### config.mk
export PLATFORM = sky130hd
export DESIGN_NAME = text_renderer_pipe
export DESIGN_NICKNAME = d
export VERILOG_FILES = /design/src/rtl/text_render_pkg.sv /design/src/rtl/blink_timer.sv /design/src/rtl/text_renderer_pipe.sv
export SDC_FILE = /design/constraint.sdc
export NUM_CORES = 1
export LEC_CHECK = 0
export CAP_MARGIN = 40
export CORE_MARGIN = 2
export CORE_UTILIZATION = 43
export CTS_CLUSTER_DIAMETER = 150
export DETAILED_ROUTE_END_ITERATION = 8
export PLACE_DENSITY_LB_ADDON = 0.2
export SLEW_MARGIN = 20
export SYNTH_ARGS = -nofsm -noshare
export SYNTH_HDL_FRONTEND = slang
export SYNTH_SLANG_ARGS = --single-unit
### constraint.sdc
create_clock -name clk -period 2.83 [get_ports clk]
set_input_delay 0.566 -clock clk [delete_from_list [all_inputs] [get_ports clk]]
set_output_delay 0.566 -clock clk [all_outputs]
set_load 0.02 [all_outputs]
### src/rtl/text_render_pkg.sv
// Shared types and constants for the character-cell text renderer:
// the 24-bit RGB struct, the 16-entry per-row foreground palette and colour helpers.
package text_render_pkg;

    typedef struct packed {
        logic [7:0] r;
        logic [7:0] g;
        logic [7:0] b;
    } rgb_t;

    localparam int PAL_N = 16;

    // Indexed by text row modulo 16; each entry is {r, g, b}.
    localparam logic [23:0] PALETTE [PAL_N] = '{
        24'hFF0000, 24'h0000FF, 24'h00FF00, 24'hFF00FF,
        24'hFFFF00, 24'h00FFFF, 24'hFFFFFF, 24'h78FA1E,
        24'hFA1E78, 24'h1E78FA, 24'h591B2E, 24'h1B2E59,
        24'h2E591B, 24'hC80064, 24'h0064C8, 24'h808080
    };

    function automatic rgb_t palette_rgb(input logic [3:0] idx);
        return rgb_t'(PALETTE[idx]);
    endfunction

    function automatic rgb_t bg_rgb(input logic en_r, input logic en_g, input logic en_b);
        rgb_t c;
        c.r = {8{en_r}};
        c.g = {8{en_g}};
        c.b = {8{en_b}};
        return c;
    endfunction

endpackage

### src/rtl/blink_timer.sv
// Cursor blink timer: counts frame_start pulses and toggles the blink phase
// every BLINK_FRAMES frames, so the phase only ever changes between frames.
module blink_timer #(
    parameter int BLINK_FRAMES = 30
) (
    input  logic clk,
    input  logic rst,
    input  logic i_frame_start,
    output logic o_blink_phase
);

    localparam int CNT_W = (BLINK_FRAMES > 1) ? $clog2(BLINK_FRAMES) : 1;
    localparam logic [CNT_W-1:0] CNT_LAST = CNT_W'(BLINK_FRAMES - 1);

    logic [CNT_W-1:0] r_cnt;
    logic             r_phase;

    // NOTE: sequential state uses non-blocking assignments so every register
    // samples pre-edge values regardless of statement order.
    always_ff @(posedge clk) begin
        if (rst) begin
            r_cnt   <= '0;
            r_phase <= 1'b1;
        end else if (i_frame_start) begin
            if (r_cnt == CNT_LAST) begin
                r_cnt   <= '0;
                r_phase <= ~r_phase;
            end else begin
                r_cnt <= r_cnt + CNT_W'(1);
            end
        end
    end

    assign o_blink_phase = r_phase;

endmodule

### src/rtl/text_renderer_pipe.sv
// Three-stage character-cell text renderer: pixel -> text RAM address (S0),
// char code -> font ROM address (S1), glyph row -> registered RGB (S2).
module text_renderer_pipe
    import text_render_pkg::*;
#(
    parameter int COLS         = 40,
    parameter int ROWS         = 15,
    parameter int CELL_W       = 16,
    parameter int CELL_H       = 32,
    parameter int X0           = 144,
    parameter int Y0           = 31,
    parameter int CODE_W       = 7,
    parameter int BLINK_FRAMES = 30
) (
    input  logic                                clk,
    input  logic                                rst,
    input  logic [9:0]                          x,
    input  logic [9:0]                          y,
    input  logic                                vidon,
    input  logic                                frame_start,
    output logic [$clog2(COLS*ROWS)-1:0]        char_addr,
    input  logic [CODE_W-1:0]                   char_code,
    output logic [CODE_W+$clog2(CELL_H)-1:0]    glyph_addr,
    input  logic [CELL_W-1:0]                   glyph_row,
    input  logic                                cursor_en,
    input  logic [$clog2(COLS)-1:0]             cursor_col,
    input  logic [$clog2(ROWS)-1:0]             cursor_row,
    input  logic                                cursor_mode,
    input  logic                                bg_r,
    input  logic                                bg_g,
    input  logic                                bg_b,
    output logic [7:0]                          red,
    output logic [7:0]                          green,
    output logic [7:0]                          blue
);

    localparam int CA_W = $clog2(COLS * ROWS);
    localparam int PX_W = $clog2(CELL_W);
    localparam int PY_W = $clog2(CELL_H);
    localparam int CC_W = $clog2(COLS);
    localparam int CR_W = $clog2(ROWS);

    localparam logic [9:0] X_LO = 10'(X0);
    localparam logic [9:0] X_HI = 10'(X0 + COLS * CELL_W);
    localparam logic [9:0] Y_LO = 10'(Y0);
    localparam logic [9:0] Y_HI = 10'(Y0 + ROWS * CELL_H);
    localparam logic [PY_W-1:0] UL_FIRST_ROW = PY_W'(CELL_H - 2);
    localparam logic [PX_W-1:0] PX_MSB       = PX_W'(CELL_W - 1);

    typedef struct packed {
        logic            vidon;
        logic            in_area;
        logic [PX_W-1:0] px;
        logic [PY_W-1:0] py;
        logic [CR_W-1:0] row;
        logic            cur_hit;
    } stage_t;

    // ---------------- S0: cell arithmetic ----------------
    logic            w_in_area;
    logic [9:0]      w_dx;
    logic [9:0]      w_dy;
    logic [CC_W-1:0] w_col;
    logic [CR_W-1:0] w_row;
    logic [PX_W-1:0] w_px;
    logic [PY_W-1:0] w_py;
    logic [CA_W-1:0] w_cell_addr;
    logic            w_cur_rows_ok;
    logic            w_cur_hit;

    assign w_in_area = (x >= X_LO) && (x < X_HI) && (y >= Y_LO) && (y < Y_HI);

    // Outside the area these wrap to junk; in_area masks them downstream.
    assign w_dx  = x - X_LO;
    assign w_dy  = y - Y_LO;
    assign w_col = CC_W'(w_dx >> PX_W);
    assign w_px  = PX_W'(w_dx);
    assign w_row = CR_W'(w_dy >> PY_W);
    assign w_py  = PY_W'(w_dy);

    assign w_cell_addr   = CA_W'(w_row) * CA_W'(COLS) + CA_W'(w_col);
    assign w_cur_rows_ok = !cursor_mode || (w_py >= UL_FIRST_ROW);
    assign w_cur_hit     = cursor_en && (w_col == cursor_col) &&
                           (w_row == cursor_row) && w_cur_rows_ok;

    logic [CA_W-1:0] r_char_addr;
    stage_t          r_s0;

    always_ff @(posedge clk) begin
        if (rst) begin
            r_char_addr <= '0;
            r_s0        <= '0;
        end else begin
            r_char_addr  <= w_in_area ? w_cell_addr : '0;
            r_s0.vidon   <= vidon;
            r_s0.in_area <= w_in_area;
            r_s0.px      <= w_px;
            r_s0.py      <= w_py;
            r_s0.row     <= w_row;
            r_s0.cur_hit <= w_cur_hit;
        end
    end

    assign char_addr = r_char_addr;

    // ---------------- S1: glyph fetch ----------------
    logic [CODE_W+PY_W-1:0] r_glyph_addr;
    stage_t                 r_s1;

    always_ff @(posedge clk) begin
        if (rst) begin
            r_glyph_addr <= '0;
            r_s1         <= '0;
        end else begin
            r_glyph_addr <= {char_code, r_s0.py};
            r_s1         <= r_s0;
        end
    end

    assign glyph_addr = r_glyph_addr;

    // ---------------- S2: pixel colour ----------------
    logic w_blink_phase;

    blink_timer #(
        .BLINK_FRAMES (BLINK_FRAMES)
    ) u_blink_timer (
        .clk           (clk),
        .rst           (rst),
        .i_frame_start (frame_start),
        .o_blink_phase (w_blink_phase)
    );

    logic w_fg_bit;
    logic w_cur;
    logic w_pix;
    rgb_t w_rgb_next;
    rgb_t r_rgb;

    assign w_fg_bit = glyph_row[PX_MSB - r_s1.px];
    assign w_cur    = r_s1.cur_hit && w_blink_phase;
    assign w_pix    = r_s1.in_area && (w_fg_bit ^ w_cur);

    always_comb begin
        w_rgb_next = '0;
        if (r_s1.vidon) begin
            if (w_pix) begin
                w_rgb_next = palette_rgb(4'(r_s1.row));
            end else begin
                w_rgb_next = bg_rgb(bg_r, bg_g, bg_b);
            end
        end
    end

    always_ff @(posedge clk) begin
        if (rst) begin
            r_rgb <= '0;
        end else begin
            r_rgb <= w_rgb_next;
        end
    end

    assign red   = r_rgb.r;
    assign green = r_rgb.g;
    assign blue  = r_rgb.b;

endmodule

==> results.toml <==
[run_status]
status = "finished clean"

[timing]
hold_viol = 0
max_slew_margin_pct = 53.5
finalSetupViolations = 0
skew_ns = 0.00765
timing.final.crit_share_pct = 96.7
drv_slew = 0
tightest_slew_ns = 0.697
achievable-frequency_ghz = 0.365
period_needed_ns = 2.74

[detailed_routing]
drtAntennaViolNets = 0
viasPerCell = 5.11
drt_iter0_drc = 101
routedWlPerCell_um = 13.5
drc_errors = 0
routed_wl_mm = 8.65
vias = 3264
dr.pass1.iters = 4

[die]
initial_core_util_pct = 44.0
die_area_um2 = 9650
die_y_um = 98.3
rows = 34
die_x_um = 98.3
pin_count = 108
core-area_um2 = 8680

[power_and_ir_drop]
internal_power_uw = 2060
total_power_uw = 2730
combPwrFrac_pct = 20.8
peakVddDrop_v = 0.000224
power.density_nw_per_um2 = 496
clkPwrFrac_pct = 35.9
p_switching_uw = 672
power_frac_seq_pct = 43.4
power.leakage_uw = 0.00223
switching_share_pct = 24.6

[critical_path]
worst_ep_arrival_time_ns = 2.99
r2r_end = "red[5]"
reg2regPathDepth = 5
rrSetupSlack_ns = 0.48
path_class = "input pin to flop"
worstSetupStartpointType = "input pin"
r2r-start = "r_s1[13]"
critPathMaxFanout = 6
worstPathRequired_ns = 3.08
cp-end-kind = "flop"
setup.worst_path.start = "y[6]"

[cts]
cts_tree = "done"
cts_buffers = 9
clk-insertion-delay-late_ns = 0.33
cts_hold_repair.buffers = 0
cts.sinks = 79
cts-root-buf = "clkbuf_8"
ctsHtreeMaxLevel = 3
clock_path_buffers = 2
clkTransAtPathRegs_ns = 0.08

[global_routing]
grt_usage_pct = 18.5
grt_pass1_vias = 3194
grt_overflow = 0
grt_first_pass_wirelength_mm = 14.6
grt_max_degree = 25
antenna_found_initial = 0

[final_layout]
fillerInstances = 752
antenna_cells = 0
final_nets = 609
multi_input_area_um2 = 2150
final_layout_size_suffix_gt1_share_pct = 16.0
final-seq-area_um2 = 1580
area_growth_pct = 44.4
final_cells = 639

[placement]
dp.cells = 616
hpwlAfterDp_mm = 6.55
port_buffers = 107
routabilityCongestion = 0.900

[flow_run]
maxCapViolCount = 0

[worst_hold_path]
whs_path_depth = 1
min_from = "r_s0[0]"
min_path_type = "flop to flop"
hold_end = "r_s1[0]"

[synthesis]
ys_warn_count = 0
synthArstFlopShare_pct = 0
syn_inst = 389
ys_seq_area_share_pct = 41.4
synth_edf_count = 0
syn_area_um2 = 3820
synth_flop_cell = "dfxtp_1"
synth_seq_cells = 79
syn-num-nets = 472
avgSynthCellArea_um2 = 9.82
synth.distinct_cells = 49
-- sequential cells by signal, indices dropped and copies added, names as in the netlist --
signal,count
u_blink_timer.o_blink_phase,1
blue,8
red,8
u_blink_timer.r_cnt,5
glyph_addr,12
char_addr,10
green,8
r_s0,16
r_s1,11
-- final cells by class --
class / instances / area share [%]
inverters: 17 / 1.16
clock buffers: 11 / 2.38
well taps: 108 / 2.45
flip-flops and latches: 79 / 28.7
multi-input cells: 274 / 38.9
repair buffers: 145 / 24.5
clock inverters: 5 / 1.93
-- cells in the final DEF, fill, tap and decap left out, types with 14 or more instances in the layout --
master,count
clkdlybuf4s50_1,99
dfxtp_1,79
buf_4,38
nor2b_1,35
nor2_1,29
nand2_1,23
o21ai_0,18
ha_1,17
inv_1,16
xor2_1,14
-- metrics by stage --
step	util, %	setup TNS, ns	hold WS [ns]	area [um2]	setup slack, ns
floorplan	-	0	0.414	3830	0.0233
global placement	59.6	-1.22	0.422	5170	-0.387
detailed placement	59.6	-1.68	0.421	5170	-0.554
CTS	63.0	0	0.431	5470	0.0229
global route	63.6	-0.00320	0.457	5520	-0.00320
finish	63.6	0	0.427	5520	0.0923
-- cell families (layout without fill, tap and decap cells) --
kind of cell | after synthesis | after routing | synth area share, %
simple gates | 128 | 128 | 17.7
flops | 79 | 79 | 41.4
compound gates | 74 | 74 | 13.5
buf+inv | 36 | 178 | 4.13
xor+xnor | 31 | 31 | 8.97
fa+ha+maj | 21 | 21 | 7.27
mux | 20 | 20 | 7.11
-- how the worst max path moves through the flow --
stage / endpoint / slack (ns)
final: char_addr[9] / 0.09
after global routing: char_addr[9] / -0.003
after CTS: char_addr[9] / 0.02
after detailed placement: char_addr[8] / -0.55
after global placement: char_addr[8] / -0.39
after floorplan: char_addr[8] / 0.02
-- cell usage after synthesis (2+ instances only) --
cell type,count,area share [%]
a211o_1,2,0.46
a211oi_1,4,0.79
a21o_1,3,0.59
a21oi_1,14,1.8
a221oi_1,2,0.46
a311o_1,4,1.0
a31oi_1,8,1.3
and3_1,4,0.65
buf_6,3,0.88
clkbuf_1,15,1.5
dfxtp_1,79,41
fa_1,2,1.0
ha_1,19,6.2
inv_1,17,1.7
mux2_2,8,2.4
mux2_4,2,0.79
mux2i_1,5,1.3
mux4_2,4,2.4
nand2_1,24,2.4
nand2b_1,8,1.3
nand3_1,6,0.79
nand4_1,6,0.98
nand4b_1,3,0.69
nor2_1,30,2.9
nor2b_1,35,5.7
nor3b_1,3,0.59
nor4_1,2,0.33
o211ai_1,4,0.79
o21ai_0,18,2.4
o31ai_1,5,0.98
o31ai_4,2,1.1
o41ai_1,2,0.46
or2_2,2,0.33
or3_1,2,0.33
xnor2_1,12,2.8
xnor3_1,3,1.8
xor2_1,14,3.2
xor3_1,2,1.2
-- layer usage --
layer / GRT usage [%] / share of wire, %
met5: 0 / 0
met4: 6.64 / 2.0
met3: 4.51 / 6.6
met2: 32.7 / 50
met1: 22.0 / 41
-- critical path, cell delays in order --
cell	delay [ns]
clkdlybuf4s50_1	0.47
buf_4	0.19
nor3_2	0.14
nand2_1	0.10
xor2_1	0.16
or2_2	0.31
fa_2	0.60
nor2_4	0.06
a211o_1	0.28
a31oi_1	0.11
-- power by group through the flow --
stage,Sequential (uW),Clock [uW],Combinational (uW)
6_report,1190,980,568
5_1_grt,1190,1060,620
4_1_cts,1190,1010,561
3_5_place_dp,1210,0,542
3_3_place_gp,1210,0,535
2_1_floorplan,1230,0,277
-- what timing repair did --
action	4_1_cts	5_1_grt
buffers inserted	3	3
resized for setup	14	6
endpoints found under the setup margin	2	2
pin swaps	5	6
No activity file was read; power rests on OpenSTA's default activity.
